===== src/rtl/mcont_pkg.sv =====
// Shared constants and types for the controller-to-channel-buffer write path.
package mcont_pkg;

   localparam int MCONT_ADDR_BITS = 7;
   localparam int MCONT_PAGE_BITS = 2;
   localparam int MCONT_CHN_BITS  = 4;

   typedef struct packed {
      logic [MCONT_PAGE_BITS-1:0] page;
      logic [MCONT_ADDR_BITS-1:0] word;
   } mcont_waddr_t;

endpackage


===== src/rtl/mcont_chnbuf_dly.sv =====
// N-stage register chain (N >= 1) with asynchronous active-low reset; carries
// the write strobes and data together so they can never slip against each other.
module mcont_chnbuf_dly #(
   parameter int WIDTH  = 1,
   parameter int STAGES = 1
) (
   input  logic             clk,
   input  logic             rst_n,
   input  logic [WIDTH-1:0] d_i,
   output logic [WIDTH-1:0] q_o
);

   logic [WIDTH-1:0] stg_q [STAGES];

   always_ff @(posedge clk or negedge rst_n) begin
      if (!rst_n) begin
         for (int i = 0; i < STAGES; i++) stg_q[i] <= '0;
      end else begin
         stg_q[0] <= d_i;
         for (int i = 1; i < STAGES; i++) stg_q[i] <= stg_q[i-1];
      end
   end

   assign q_o = stg_q[STAGES-1];

endmodule


===== src/rtl/mcont_to_chnbuf_reg.sv =====
// Per-channel write stage from the controller bus into one channel buffer.
// Optional sticky page-overflow detection is enabled by MCONT_TO_CHNBUF_OVFL_EN.
module mcont_to_chnbuf_reg
   import mcont_pkg::*;
#(
   parameter int CHN_NUMBER  = 0,
   parameter int CHN_LATENCY = 0,
   parameter int ADDR_BITS   = MCONT_ADDR_BITS,
   parameter int PAGE_BITS   = MCONT_PAGE_BITS
) (
   input  logic                           clk,
   input  logic                           rst,
   input  logic [MCONT_CHN_BITS-1:0]      ext_buf_wchn,
   input  logic                           ext_buf_wr,
   input  logic [63:0]                    ext_buf_wdata,
   input  logic                           ext_buf_wpage_nxt,
   input  logic                           seq_done,
   output logic                           buf_wr_chn,
   output logic [PAGE_BITS+ADDR_BITS-1:0] buf_waddr_chn,
   output logic [63:0]                    buf_wdata_chn,
   output logic                           buf_page_done,
   output logic                           buf_done,
   output logic                           buf_ovfl
);

   localparam int DW = 64;
   localparam int PW = 3 + DW;

   logic                 chn_sel_q;
   logic [PW-1:0]        pipe_in;
   logic [PW-1:0]        pipe_out;
   logic                 wr_out;
   logic                 pg_out;
   logic                 dn_out;
   logic [DW-1:0]        data_out;
   logic [ADDR_BITS-1:0] word_q, word_d;
   logic [PAGE_BITS-1:0] page_q, page_d;

   // Channel number leads the strobes by a cycle, so registering the compare aligns them.
   always_ff @(posedge clk or negedge rst) begin
      if (!rst) chn_sel_q <= 1'b0;
      else      chn_sel_q <= (ext_buf_wchn == MCONT_CHN_BITS'(CHN_NUMBER));
   end

   assign pipe_in = {chn_sel_q & ext_buf_wr,
                     chn_sel_q & ext_buf_wpage_nxt,
                     chn_sel_q & seq_done,
                     ext_buf_wdata};

   mcont_chnbuf_dly #(
      .WIDTH  (PW),
      .STAGES (CHN_LATENCY + 1)
   ) u_dly (
      .clk   (clk),
      .rst_n (rst),
      .d_i   (pipe_in),
      .q_o   (pipe_out)
   );

   assign {wr_out, pg_out, dn_out, data_out} = pipe_out;

   // A write coinciding with a page advance uses the current address; the advance wins for the update.
   always_comb begin
      word_d = word_q;
      page_d = page_q;
      if (pg_out) begin
         word_d = '0;
         page_d = page_q + PAGE_BITS'(1);
      end else if (wr_out) begin
         word_d = word_q + ADDR_BITS'(1);
      end
   end

   always_ff @(posedge clk or negedge rst) begin
      if (!rst) begin
         word_q <= '0;
         page_q <= '0;
      end else begin
         word_q <= word_d;
         page_q <= page_d;
      end
   end

`ifdef MCONT_TO_CHNBUF_OVFL_EN
   logic full_q;
   logic ovfl_q;

   always_ff @(posedge clk or negedge rst) begin
      if (!rst) begin
         full_q <= 1'b0;
         ovfl_q <= 1'b0;
      end else begin
         if (wr_out && full_q) ovfl_q <= 1'b1;
         if (pg_out)                     full_q <= 1'b0;
         else if (wr_out && (&word_q))   full_q <= 1'b1;
      end
   end

   assign buf_ovfl = ovfl_q;
`else
   assign buf_ovfl = 1'b0;
`endif

   assign buf_wr_chn    = wr_out;
   assign buf_wdata_chn = data_out;
   assign buf_page_done = pg_out;
   assign buf_done      = dn_out;
   assign buf_waddr_chn = {page_q, word_q};

endmodule


===== config.mk =====
export PLATFORM = sky130hd
export DESIGN_NAME = mcont_to_chnbuf_reg
export DESIGN_NICKNAME = d
export VERILOG_FILES = /design/src/rtl/mcont_pkg.sv /design/src/rtl/mcont_chnbuf_dly.sv /design/src/rtl/mcont_to_chnbuf_reg.sv
export SDC_FILE = /design/constraint.sdc
export NUM_CORES = 1
export LEC_CHECK = 0
export BUFFER_PORTS_ARGS = -buffer_cell sky130_fd_sc_hd__buf_2
export CAP_MARGIN = 20
export CORE_MARGIN = 5
export CORE_UTILIZATION = 38
export CTS_BUF_LIST = sky130_fd_sc_hd__clkbuf_8
export DETAILED_ROUTE_END_ITERATION = 6
export PLACE_DENSITY_LB_ADDON = 0.08
export SLEW_MARGIN = 30
export SYNTH_ARGS = -nofsm -noshare
export SYNTH_HDL_FRONTEND = slang
export SYNTH_SLANG_ARGS = --single-unit
export TNS_END_PERCENT = 5

===== constraint.sdc =====
create_clock -name clk -period 1.26 [get_ports clk]
set_input_delay 0.063 -clock clk [delete_from_list [all_inputs] [get_ports clk]]
set_output_delay 0.063 -clock clk [all_outputs]
set_load 0.03 [all_outputs]

# Yosys cells after proc, flatten, opt, wreduce, memory -nomap -nowiden
# Cells that the tools add are included.
# W data, S select, Z words.
word_totals:
  memories: 0
  latchBits: 0
  elab_cells: 13
  mem_bits_ro: 0
  out_inout_bits: 77
  ram_bits: 0
  in_bits: 73
  reg_bits: 77
classes:
  n_eq_ne: 0
  shifts: 0
  reduce_logical: 2
  mul: 0
  order_cmp: 0
  bitwise: 3
  addsub: 2
  div_mod_pow: 0
  n_mux: 2
ops:
  columns: ["cell", "n"]
  rows:
  - ["$mux W7", 2]
  - ["$add A7 B1 Y7 const B", 1]
  - ["$logic_not A4 Y1", 1]
  - ["$and A1 B1 Y1", 3]
  - ["$add A2 B1 Y2 const B", 1]
  - ["$reduce_bool A2 Y1", 1]

# Longest topological paths before layout
logic_depth:
  depth_word: 3
  depth_mapped: 4
  depth_no_buf: 4

# Hierarchy
# A second synthesis with hierarchy kept.
hier_totals:
  cells_unflattened: 111
  area_unflattened_um2: 2138.3
by_module_without_submodules:
  columns: ["mod", "seq_area_each_um2", "area_each_um2", "cells_each", "instances"]
  rows:
  - ["mcont_chnbuf_dly", 1676.6, 1676.6, 67, 1]
  - ["mcont_to_chnbuf_reg", 250.2, 461.7, 44, 1]

# Least setup slack after synthesis
# No wires, ideal clock.
synth_timing:
  path_type: "flip-flop to flip-flop"
  from: "register word_q[0]"
  to: "register word_q[6]"
  arrival_time_ps: 1384
  t_required_ps: 1182
  stages_incl_launch_ff: 5
  setup_ps: 78
  slack_ps: -202
  path_buffers: 0
  path_cell_list: "dfrtp_1 ha_1 nand3_1 or3_1 a21oi_1"
synth_between:
  elab_chain_cells: 3
synth_rtl:
  columns: ["item", "line_no", "text"]
  rows:
  - ["start: declaration", "mcont_to_chnbuf_reg.sv:36", "logic [ADDR_BITS-1:0] word_q, word_d;"]
  - ["start signal: assignment", "mcont_to_chnbuf_reg.sv:79", "word_q <= word_d;"]
  - ["$add A7 B1 Y7", "mcont_to_chnbuf_reg.sv:70", "word_d = word_q + ADDR_BITS'(1);"]
  - ["$mux W7", "mcont_to_chnbuf_reg.sv:69", "end else if (wr_out) begin"]
  - ["$mux W7", "mcont_to_chnbuf_reg.sv:66", "if (pg_out) begin"]
# No other way between the ends. The select of a mux whose other input is x is not followed.
# A chain may end at the register's enable or synchronous reset.

# Worst setup path in the final report
layout_timing:
  from: "register word_q[1]"
  to: "register word_q[6]"
# Same word-level chain as after synthesis.

==> reports/summary.md <==
The initial cell density of the core is 39.1%, and the stage delay of the slowest cell on the critical path is 430 ps. The cell area that synthesis handed to floorplanning was 0.00215 mm2. The sort of element at the end of the critical path is a register.

The maximum number of buffers from clock root to sink was 2. The tools report the cell at the root of the clock tree as sky130_fd_sc_hd__clkbuf_8. The launching point of the worst reg2reg path is word_q[1]. The tools report the number of optimization iterations in the first detailed-route pass as 2. The critical path goes through ha_4 > nand3_1 > or3_1 > a21oi_1. After detailed routing, the number of remaining DRC violations is 0. After detailed placement, the design holds a cell count of 330.

The final layout contains 413 nets. For the global-route track usage on met2, the log shows 33.3%. The area growth from synthesis to final layout came out at 81.6%.

Global route total overflow: 0. After detailed routing, the number of vias per cell comes to 4.11. The routed layout has 1711 vias.

After clock tree synthesis, the clock-pin slew on the worst setup and hold paths is 80 ps. The tool flagged a number of max-cap violations equal to 0. The met3 track demand over resource in global routing was 7.77%. After synthesis, the mean cell area works out to 19.4 um2. The number of setup violations in the final report is 0. The tools report the reg2reg setup slack as 60 ps. After detailed routing, the average wire length per cell comes to 15.0 um. Data arrives at the worst endpoint at 1450 ps. For the unique cell type count in the Yosys netlist, the log shows 20. The clock tree synthesis step divided the H-tree into 3 levels. Clock insertion delay at the later pin of the skew report: 330 ps. The worst register-to-register path ends at word_q[6].

0 antenna diodes ended up in the layout. For the final routed database, the setup TNS stands at 0 ps. On the critical path, the stage with the largest delay is an instance of sky130_fd_sc_hd__dfrtp_2. The number of nets handed over by synthesis was 185. The run finished with clean final reports.

For the worst setup path, the data required time is 1520 ps. For the setup slack of the critical path after layout, the log shows 64.8 ps. Among cell families on the critical path, the largest total delay comes from flip-flops. The tools report the startpoint type of the worst setup path as a register. TritonCTS built the clock tree. Entering global routing, the biggest net connects 36 pins. At the end of routability-driven placement, the weighted congestion stood at 0.711. The number of storage elements in the synthesis netlist works out to 77.

Post-route non-filler standard cell count: 416. The routed wire length was 6250 um. The tree built by TritonCTS fans out to 77 sinks.

Floorplan die area: 0.00727 mm2. The final count of hold timing violations was 0; the number of ports placed on the die boundary was 150. Global routing used 17.4% of the available met1 tracks. The tools report the remaining antenna violation count as 0. Detailed placement finished with a half-perimeter wire length of 3940 um.

Buffer and inverter count on the worst path: 0. For this run, the number of Yosys warnings is 0. The number of setup buffers added after CTS is 0. Row generation in the floorplan step produced 27 rows. In this run, the number of DRC markers left after iteration 0 of detailed routing was 31. Synthesis produced 111 cells.

The minimum clock period after layout was 1200 ps. The final number of max-transition violations is 0. For the worst flop-to-flop path, the logic depth is 4.

During placement, the flow inserted port buffers numbering 148. Between clock sinks in the finished design, the worst skew comes to 5.32 ps. Global routing consumed, over all layers together, 18.2% of the routing resources. The final hold slack is 192 ps. The first global-routing pass estimated 9820 um of wire. Dividing the final minimum period by the clock period gives 94.9%. Along the worst path, the maximum fanout reaches 4.

Before CTS, the worst setup slack after placement is 64.4 ps. The run gives 837 MHz as the highest attainable clock frequency. Cells with a size suffix above 1 make up 50.0% of the layout. Initial antenna violation count: 0. The die is 85.3 um wide.

The logs give 2.00 nW for the leakage power figure and 0.00551 mm2 for the core region area. The die is 85.3 um tall. The type of the most critical hold path is in -> async. The via count of the first global-routing pass is 1974. In this run the power density over the cells is 1420 mW/mm2. met2 is the most crowded layer. Clock tree synthesis inserted a total of 9 buffers.

Setup repair after global routing left no endpoint under its margin. The run gives 89.5% as the share of synthesized area occupied by flip-flops and latches. The category of the critical setup timing path is reg -> reg. The largest vdd supply drop is 995 uV.
==> cells in the mapped netlist <==
library cell / number / area [um2]
sky130_fd_sc_hd__a21oi_1: 2 / 10.0
sky130_fd_sc_hd__and2_1: 3 / 18.8
sky130_fd_sc_hd__buf_4: 1 / 7.51
sky130_fd_sc_hd__buf_6: 1 / 11.3
sky130_fd_sc_hd__clkbuf_1: 1 / 3.75
sky130_fd_sc_hd__conb_1: 1 / 3.75
sky130_fd_sc_hd__dfrtp_1: 77 / 1930
sky130_fd_sc_hd__ha_1: 1 / 12.5
sky130_fd_sc_hd__mux2i_1: 1 / 10.0
sky130_fd_sc_hd__nand2_1: 3 / 11.3
sky130_fd_sc_hd__nand3_1: 2 / 10.0
sky130_fd_sc_hd__nand4_1: 1 / 6.26
sky130_fd_sc_hd__nand4_4: 1 / 21.3
sky130_fd_sc_hd__nor2_1: 5 / 18.8
sky130_fd_sc_hd__nor4_1: 1 / 6.26
sky130_fd_sc_hd__o21ai_0: 1 / 5.00
sky130_fd_sc_hd__o21ai_1: 1 / 5.00
sky130_fd_sc_hd__or3_1: 2 / 12.5
sky130_fd_sc_hd__xnor2_1: 2 / 17.5
sky130_fd_sc_hd__xor2_1: 4 / 35.0
==> cells in the final DEF (no fill, tap or decap), types with 3 or more instances in the layout <==
cell type,instances
sky130_fd_sc_hd__buf_2,147
sky130_fd_sc_hd__dfrtp_1,72
sky130_fd_sc_hd__dlygate4sd3_1,70
sky130_fd_sc_hd__clkbuf_8,10
sky130_fd_sc_hd__nor2_1,5
sky130_fd_sc_hd__dfrtp_2,5
sky130_fd_sc_hd__xor2_1,4
sky130_fd_sc_hd__and2_1,3
sky130_fd_sc_hd__nand2_1,3
==> flip-flops by register name, summed over array words and instances (netlist names) <==
name,count
chn_sel_q,1
u_dly.q_o,67
word_q,7
page_q,2
==> worst max path at each step <==
stage                  start       endpoint  slack [ps]  cells past startpoint
2_1_floorplan      word_q[2]      word_q[5]         -10                      3
5_1_grt            word_q[0]      word_q[6]          20                      4
6_report           word_q[1]      word_q[6]          60                      4
3_3_place_gp       word_q[0]      word_q[6]         100                      4
4_1_cts        u_dly.q_o[65]  buf_page_done           5                      1
3_5_place_dp       word_q[0]      word_q[6]          60                      4
==> cell type report <==
| class | count | area [um2] |
|---|---|---|
| Timing Repair Buffer | 220 | 1470 |
| Clock inverter | 6 | 55.1 |
| Sequential cell | 77 | 1930 |
| Fill cell | 399 | 1600 |
| Tap cell | 72 | 90.1 |
| Multi-Input combinational cell | 31 | 223 |
| Clock buffer | 10 | 138 |
==> per-layer routing <==
metal,share of wire [%],up-vias,routed length (um)
met5,0,-,0
met4,1.6,0,99
met3,10,10,644
met2,56,76,3530
met1,32,819,1970
li1,-,806,-
==> per-stage QoR <==
step                cell area [um2]  utilization, %  power, mW
finish                         3910            71.0       5.54
CTS                            3900            70.8       5.60
floorplan                      2170               -       3.27
detailed placement             3010            54.6       3.65
global placement               3010            54.6       3.63
global route                   3910            71.0       5.82
==> what timing repair did <==
| item | in CTS | in global routing |
|---|---|---|
| endpoints found under the hold margin | 123 | 0 |
| hold buffers | 70 | 0 |
| resized for setup | 0 | 3 |
| setup endpoints to repair | 0 | 3 |
==> power by group <==
part	switching (mW)	internal (mW)	leakage (nW)
Sequential	0.123	2.65	0.914
Combinational	0.589	0.406	0.986
Clock	0.828	0.948	0.105
==> logic make-up (layout without fill, tap and decap cells) <==
| logic type | after synthesis | after routing | share of synthesized area [%] |
|---|---|---|---|
| compound gates | 4 | 4 | 0.929 |
| xor+xnor | 6 | 6 | 2.44 |
| fa+ha+maj | 1 | 1 | 0.581 |
| buf+inv | 3 | 236 | 1.05 |
| flops | 77 | 77 | 89.5 |
| mux | 1 | 1 | 0.465 |
| other cells | 1 | 1 | 0.174 |
| simple gates | 18 | 18 | 4.88 |
==> worst reg2reg max path, stage by stage, from the launching register on <==
cell,delay (ps)
sky130_fd_sc_hd__dfrtp_2,430
sky130_fd_sc_hd__ha_4,150
sky130_fd_sc_hd__nand3_1,90
sky130_fd_sc_hd__or3_1,310
sky130_fd_sc_hd__a21oi_1,140
Note: power is estimated with default switching activity, not from simulation.
